[src/rtl/tx_nibble_link.sv]
// FIFO-buffered word transmitter: serialises each word LSB-first over a BUS_W-bit bus,
// one 4-phase Req/Ack handshake per beat, with a synchronised Req and a phase timeout.
module tx_nibble_link #(
   parameter int DATA_W      = 12,
   parameter int BUS_W       = 4,
   parameter int FIFO_DEPTH  = 4,
   parameter int SYNC_STAGES = 2,
   parameter int TIMEOUT     = 1024
) (
   input  logic              ExtClk,
   input  logic              ExtReset,
   input  logic              WrEn,
   input  logic [DATA_W-1:0] WrData,
   input  logic              Req,
   input  logic              ErrClr,
   output logic              Ack,
   output logic [BUS_W-1:0]  DataOut,
   output logic              First,
   output logic              Done,
   output logic              Full,
   output logic              Busy,
   output logic              TimeoutErr,
   output logic              OverflowErr
);
   localparam int BEATS = (DATA_W + BUS_W - 1) / BUS_W;
   localparam int SH_W  = BEATS * BUS_W;
   localparam int BC_W  = (BEATS > 1) ? $clog2(BEATS) : 1;
   localparam int AW    = (FIFO_DEPTH > 1) ? $clog2(FIFO_DEPTH) : 1;
   localparam int TW    = (TIMEOUT > 1) ? $clog2(TIMEOUT) : 1;
   localparam logic [BC_W-1:0] LAST_BEAT = BC_W'(BEATS - 1);
   localparam logic [TW-1:0]   TMO_LAST  = TW'((TIMEOUT > 0) ? TIMEOUT - 1 : 0);
   localparam logic [AW:0]     DEPTH     = (AW+1)'(FIFO_DEPTH);

   typedef enum logic [1:0] {IDLE, WAIT_REQ, SETUP, WAIT_REL} state_t;

   state_t                            state_q, state_d;
   logic [SYNC_STAGES-1:0]            req_sync_q, req_sync_d;
   logic [FIFO_DEPTH-1:0][DATA_W-1:0] mem_q, mem_d;
   logic [AW-1:0]                     wr_q, wr_d, rd_q, rd_d;
   logic [AW:0]                       cnt_q, cnt_d;
   logic                              full_q, full_d;
   logic [SH_W-1:0]                   shift_q, shift_d;
   logic [BC_W-1:0]                   beat_q, beat_d;
   logic [TW-1:0]                     tmo_q, tmo_d;
   logic [BUS_W-1:0]                  dout_q, dout_d;
   logic                              ack_q, ack_d, first_q, first_d, done_q, done_d;
   logic                              busy_q, busy_d, tmo_err_q, tmo_err_d, ovf_err_q, ovf_err_d;
   logic                              req_s, push, pop, counting, tmo_exp, tmo_hit;

   assign req_s    = req_sync_q[SYNC_STAGES-1];
   assign push     = WrEn & ~full_q;
   // An idle link parked on beat 0 may wait forever for the first Req.
   assign counting = (state_q == WAIT_REL) || ((state_q == WAIT_REQ) && (beat_q != '0));
   assign tmo_exp  = (TIMEOUT > 0) && counting && (tmo_q == TMO_LAST);

   always_comb begin
      req_sync_d = {req_sync_q[SYNC_STAGES-2:0], Req};
      state_d    = state_q;
      shift_d    = shift_q;
      beat_d     = beat_q;
      dout_d     = dout_q;
      ack_d      = ack_q;
      first_d    = first_q;
      done_d     = 1'b0;
      pop        = 1'b0;
      tmo_hit    = 1'b0;
      case (state_q)
         IDLE: begin
            ack_d = 1'b0;
            if (cnt_q != '0) begin
               pop     = 1'b1;
               shift_d = SH_W'(mem_q[rd_q]);
               beat_d  = '0;
               state_d = WAIT_REQ;
            end
         end
         WAIT_REQ: begin
            if (req_s) begin
               dout_d  = shift_q[BUS_W-1:0];
               first_d = (beat_q == '0);
               state_d = SETUP;
            end else if (tmo_exp) begin
               tmo_hit = 1'b1;
            end
         end
         SETUP: begin
            ack_d   = 1'b1;
            state_d = WAIT_REL;
         end
         WAIT_REL: begin
            if (!req_s) begin
               ack_d = 1'b0;
               if (beat_q == LAST_BEAT) begin
                  done_d  = 1'b1;
                  first_d = 1'b0;
                  state_d = IDLE;
               end else begin
                  shift_d = shift_q >> BUS_W;
                  beat_d  = beat_q + 1'b1;
                  state_d = WAIT_REQ;
               end
            end else if (tmo_exp) begin
               tmo_hit = 1'b1;
            end
         end
         default: state_d = IDLE;
      endcase
      if (tmo_hit) begin
         ack_d   = 1'b0;
         first_d = 1'b0;
         state_d = IDLE;
      end
      tmo_d  = (counting && (state_d == state_q)) ? tmo_q + 1'b1 : '0;
      busy_d = (state_d != IDLE);

      mem_d = mem_q;
      if (push) mem_d[wr_q] = WrData;
      wr_d   = push ? wr_q + 1'b1 : wr_q;
      rd_d   = pop ? rd_q + 1'b1 : rd_q;
      cnt_d  = cnt_q + (AW+1)'(push) - (AW+1)'(pop);
      full_d = (cnt_d == DEPTH);

      // Set beats clear when both land in the same cycle.
      tmo_err_d = (tmo_err_q & ~ErrClr) | tmo_hit;
      ovf_err_d = (ovf_err_q & ~ErrClr) | (WrEn & full_q);
   end

   always_ff @(posedge ExtClk or posedge ExtReset) begin
      if (ExtReset) begin
         state_q    <= IDLE;
         req_sync_q <= '0;
         mem_q      <= '0;
         wr_q       <= '0;
         rd_q       <= '0;
         cnt_q      <= '0;
         full_q     <= 1'b0;
         shift_q    <= '0;
         beat_q     <= '0;
         tmo_q      <= '0;
         dout_q     <= '0;
         ack_q      <= 1'b0;
         first_q    <= 1'b0;
         done_q     <= 1'b0;
         busy_q     <= 1'b0;
         tmo_err_q  <= 1'b0;
         ovf_err_q  <= 1'b0;
      end else begin
         state_q    <= state_d;
         req_sync_q <= req_sync_d;
         mem_q      <= mem_d;
         wr_q       <= wr_d;
         rd_q       <= rd_d;
         cnt_q      <= cnt_d;
         full_q     <= full_d;
         shift_q    <= shift_d;
         beat_q     <= beat_d;
         tmo_q      <= tmo_d;
         dout_q     <= dout_d;
         ack_q      <= ack_d;
         first_q    <= first_d;
         done_q     <= done_d;
         busy_q     <= busy_d;
         tmo_err_q  <= tmo_err_d;
         ovf_err_q  <= ovf_err_d;
      end
   end

   assign Ack         = ack_q;
   assign DataOut     = dout_q;
   assign First       = first_q;
   assign Done        = done_q;
   assign Full        = full_q;
   assign Busy        = busy_q;
   assign TimeoutErr  = tmo_err_q;
   assign OverflowErr = ovf_err_q;
endmodule

[config.mk]
export PLATFORM = sky130hd
export DESIGN_NAME = tx_nibble_link
export DESIGN_NICKNAME = d
export VERILOG_FILES = /design/src/rtl/tx_nibble_link.sv
export SDC_FILE = /design/constraint.sdc
export NUM_CORES = 1
export LEC_CHECK = 0
export ABC_AREA = 1
export BUFFER_PORTS_ARGS = -buffer_cell sky130_fd_sc_hd__buf_2
export CAP_MARGIN = 0
export CORE_UTILIZATION = 50
export DETAILED_ROUTE_END_ITERATION = 6
export PLACE_DENSITY = 0.77
export SYNTH_ARGS = -nofsm -noshare
export SYNTH_HDL_FRONTEND = slang
export SYNTH_SLANG_ARGS = --single-unit
[constraint.sdc]
create_clock -name ExtClk -period 6.2 [get_ports ExtClk]
set_input_delay 0 -clock ExtClk [delete_from_list [all_inputs] [get_ports ExtClk]]
set_output_delay 0 -clock ExtClk [all_outputs]
set_load 0.005 [all_outputs]
==> results.yml <==
status:
  status: "finished, final reports clean"
cts:
  root_buffer: "clkbuf_8"
  cts_max_path_buffers: 2
  cts_max_level: 3
  cts_clock_pin_slew_for_the_worst_setup_and_hold_paths_ns: 0.09
  tritoncts_num_sinks: 94
  cts_tree: "built"
  clk-insertion-delay-late_ns: 0.36
  cts-buffers-inserted: 9
critical_path:
  startpoint_type: "flip-flop"
  cp.arrival_ns: 2.73
  reg2reg_from: "state_q[0]"
  cpLargestDelayFamily: "adder cells"
  timing.critical_path.to_type: "flip-flop"
  worst-endpoint-required_ns: 6.49
  cp_num_buf_inv: 3
  worst_path_most_repeated_cell: "inv_1"
  crit_type: "reg -> reg"
  slowest_delay_ns: 0.46
  timing.reg2reg.worst_path_depth: 12
  critical_path.cell_chain: "nor2_1 > inv_1 > nor2_4 > ha_1 > inv_1 > ha_1 > inv_1 > fa_1 > xnor2_1 > xor2_1 > nand2_1 > nor2_1"
  worstPathMaxFanout: 8
  r2r_setup_slack_ns: 3.76
  regToRegEndpoint: "Full"
  cpMaxStageDelayCell: "dfrtp_1"
power:
  switching_share_pct: 40.2
  sum_of_internal_switching_and_leakage_power_w: 0.00216
  share_of_power_burned_in_the_clock_network_pct: 15.5
  sequentialPowerShare_pct: 47.2
  p_int_w: 0.00129
  net-switching-power_w: 0.000867
  combinational_fraction_of_design_power_pct: 37.3
  power_density_nw_per_um2: 464
  vdd.ir_drop.worst_mv: 0.252
  power_leakage_nw: 2.32
synth:
  synth_top_flop_cell: "dfrtp_1"
  synth_area_leaders: "dfrtp_1 56%, o21ai_0 11%, nand2_1 9.6%, nor2_1 4.8%, inv_1 3.9%"
  synthDominantAreaCellType: "dfrtp_1"
  ys_async_sr_fraction_pct: 100
  synth_nets: 494
  yosys_register_bits: 94
  yosysWarningCount: 0
  synth_top_cells_by_count: "107 x nand2_1, 94 x dfrtp_1, 90 x o21ai_0"
  count_of_flip_flops_with_a_built_in_enable_after_synthesis: 0
  number_of_unique_standard_cell_types_used_by_synthesis: 28
  postSynthAreaPerCell_sq_um: 8.92
  cell_with_the_most_instances_after_synthesis: "nand2_1"
  mappedNetlistArea_sq_um: 4170
  post_synth_inst_count: 467
  synth_top_cell_area_share_pct: 56.5
  synth.yosys.seq_area_share_pct: 56.5
placement:
  detailedPlacementHpwl_mm: 5.34
  placer_congestion: 0.872
  port-buffer-count: 27
  placement.cell_area_sq_um: 4350
  pre_cts_ws_ns: 3.79
sta:
  grt_setup_unrepaired: "false"
  slew-limit-headroom_pct: 24.1
  skew_ns: 0.00989
  layout_setup_ws_ns: 3.76
  tightest_slew_ns: 1.14
  final-setup-viol-count: 0
  slew_violations: 0
  final_critical_period_ns: 2.44
  fmaxAchievable_mhz: 409
  period_share_pct: 39.4
  hold_violations: 0
  totalNegativeSetupSlack_ns: 0
drt:
  route.detailed.drc: 0
  detail_route.first_pass.iterations: 6
  finalWirelength_mm: 8.18
  detailroute.via_count: 3203
  route.detailed.wl_per_inst_um: 13.4
  detail-route-antenna-nets: 0
  drt-initial-drc-count: 195
  post_drt_via_cell_ratio: 5.27
die:
  design.core.area_sq_um: 7890
  floorplan.die.height_um: 93.3
  core.rowCount: 32
  die-area_sq_um: 8700
  floorplan.io_pins: 28
  floorplan.initialDensity_pct: 52.8
  chipWidth_um: 93.3
finish:
  areaGrowthSynthToFinish_pct: 11.5
  postLayoutCellArea_sq_um: 4650
  proportion_of_layout_cells_with_a_drive_suffix_above_1_pct: 10.3
  filler_cell_count: 679
  nNetsFinal: 531
  area.sequential_sq_um: 2350
  multi_input_comb_area_sq_um: 1560
  diodes: 0
global_routing:
  grt_first_pass_wirelength_mm: 14.2
  antenna_found_initial: 0
  gr-usage-all-layers_pct: 21.0
  via_count_of_the_first_global_routing_pass: 3193
  grt_start_max_net_pins: 95
  final_global_route_overflow_total: 0
run:
  drv_cap: 0
worst_hold_path:
  hp-class: "in -> async"
[final cells by class]
class / instances / area share (%)
Clock buffer: 10 / 2.75
Timing Repair Buffer: 43 / 6.30
Inverter: 45 / 3.66
Sequential cell: 94 / 50.6
Multi-Input combinational cell: 311 / 33.6
Clock inverter: 3 / 0.323
Tap cell: 102 / 2.75
[logic make-up after synthesis]
kind of cell | synth area share, %
simple gates | 17.4
compound gates | 14.4
flops | 56.5
buf+inv | 6.07
xor+xnor | 2.52
fa+ha+maj | 3.18
[power groups by stage]
stage	Combinational [W]	Clock, W	Sequential (W)
2_1_floorplan	0.000653	0	0.000963
3_3_place_gp	0.000763	0	0.00102
3_5_place_dp	0.000799	0	0.00103
4_1_cts	0.000811	0.000343	0.00101
5_1_grt	0.000933	0.000365	0.00105
6_report	0.000803	0.000334	0.00102
[worst max path at each step]
| stage | start | cells after the start | endpoint |
|---|---|---|---|
| 3_3_place_gp | state_q[0] | 12 | Full |
| 2_1_floorplan | ExtReset | 1 | Ack |
| 4_1_cts | state_q[0] | 12 | Full |
| 6_report | state_q[0] | 12 | Full |
| 5_1_grt | state_q[0] | 12 | Full |
| 3_5_place_dp | state_q[0] | 12 | Full |
[sequential cells by signal, summed over array words and instances (netlist names), 2 cells and up]
name,cells
cnt_q,3
req_sync_q,2
DataOut,4
beat_q,2
shift_q,12
state_q,2
mem_q,48
rd_q,2
wr_q,2
tmo_q,10
[worst min-delay path: stages]
cell	delay [ns]
buf_2	0.10
clkinv_2	0.03
buf_4	0.85
[through the flow]
stage	util [%]	hold WS, ns	cells
6_report	58.9	0.0193	608
3_5_place_dp	55.2	0.119	580
5_1_grt	58.9	0.121	608
3_3_place_gp	55.2	0.115	580
2_1_floorplan	-	0.0314	467
4_1_cts	58.9	0.0574	608
[layer usage]
metal	up-vias	track usage [%]	share of wire (%)
li1	1572	-	-
met1	1528	26.3	44
met2	86	35.2	48
met3	17	4.80	5.8
met4	0	8.46	1.8
met5	-	0	0
[cells in the final DEF, fill, tap and decap left out, types with 2 or more instances in the layout]
| cell type | count |
|---|---|
| inv_1 | 42 |
| dfrtp_1 | 94 |
| clkbuf_8 | 9 |
| o21ai_0 | 90 |
| o22ai_1 | 12 |
| xor2_1 | 9 |
| nor2_1 | 53 |
| dlygate4sd3_1 | 15 |
| inv_2 | 2 |
| buf_2 | 27 |
| a22o_1 | 4 |
| xnor2_1 | 3 |
| or2_2 | 2 |
| nand2_1 | 107 |
| nor2_2 | 2 |
| clkinv_2 | 4 |
| o211ai_1 | 2 |
| ha_1 | 9 |
| nand3_1 | 7 |
| nand4_1 | 3 |
[what timing repair did]
| action | CTS | global route |
|---|---|---|
| setup buffers | 0 | 0 |
| resized for setup | 0 | 0 |
| endpoints found under the hold margin | 51 | 0 |
| hold buffers | 15 | 0 |
Power figures use the tool's default switching activity.
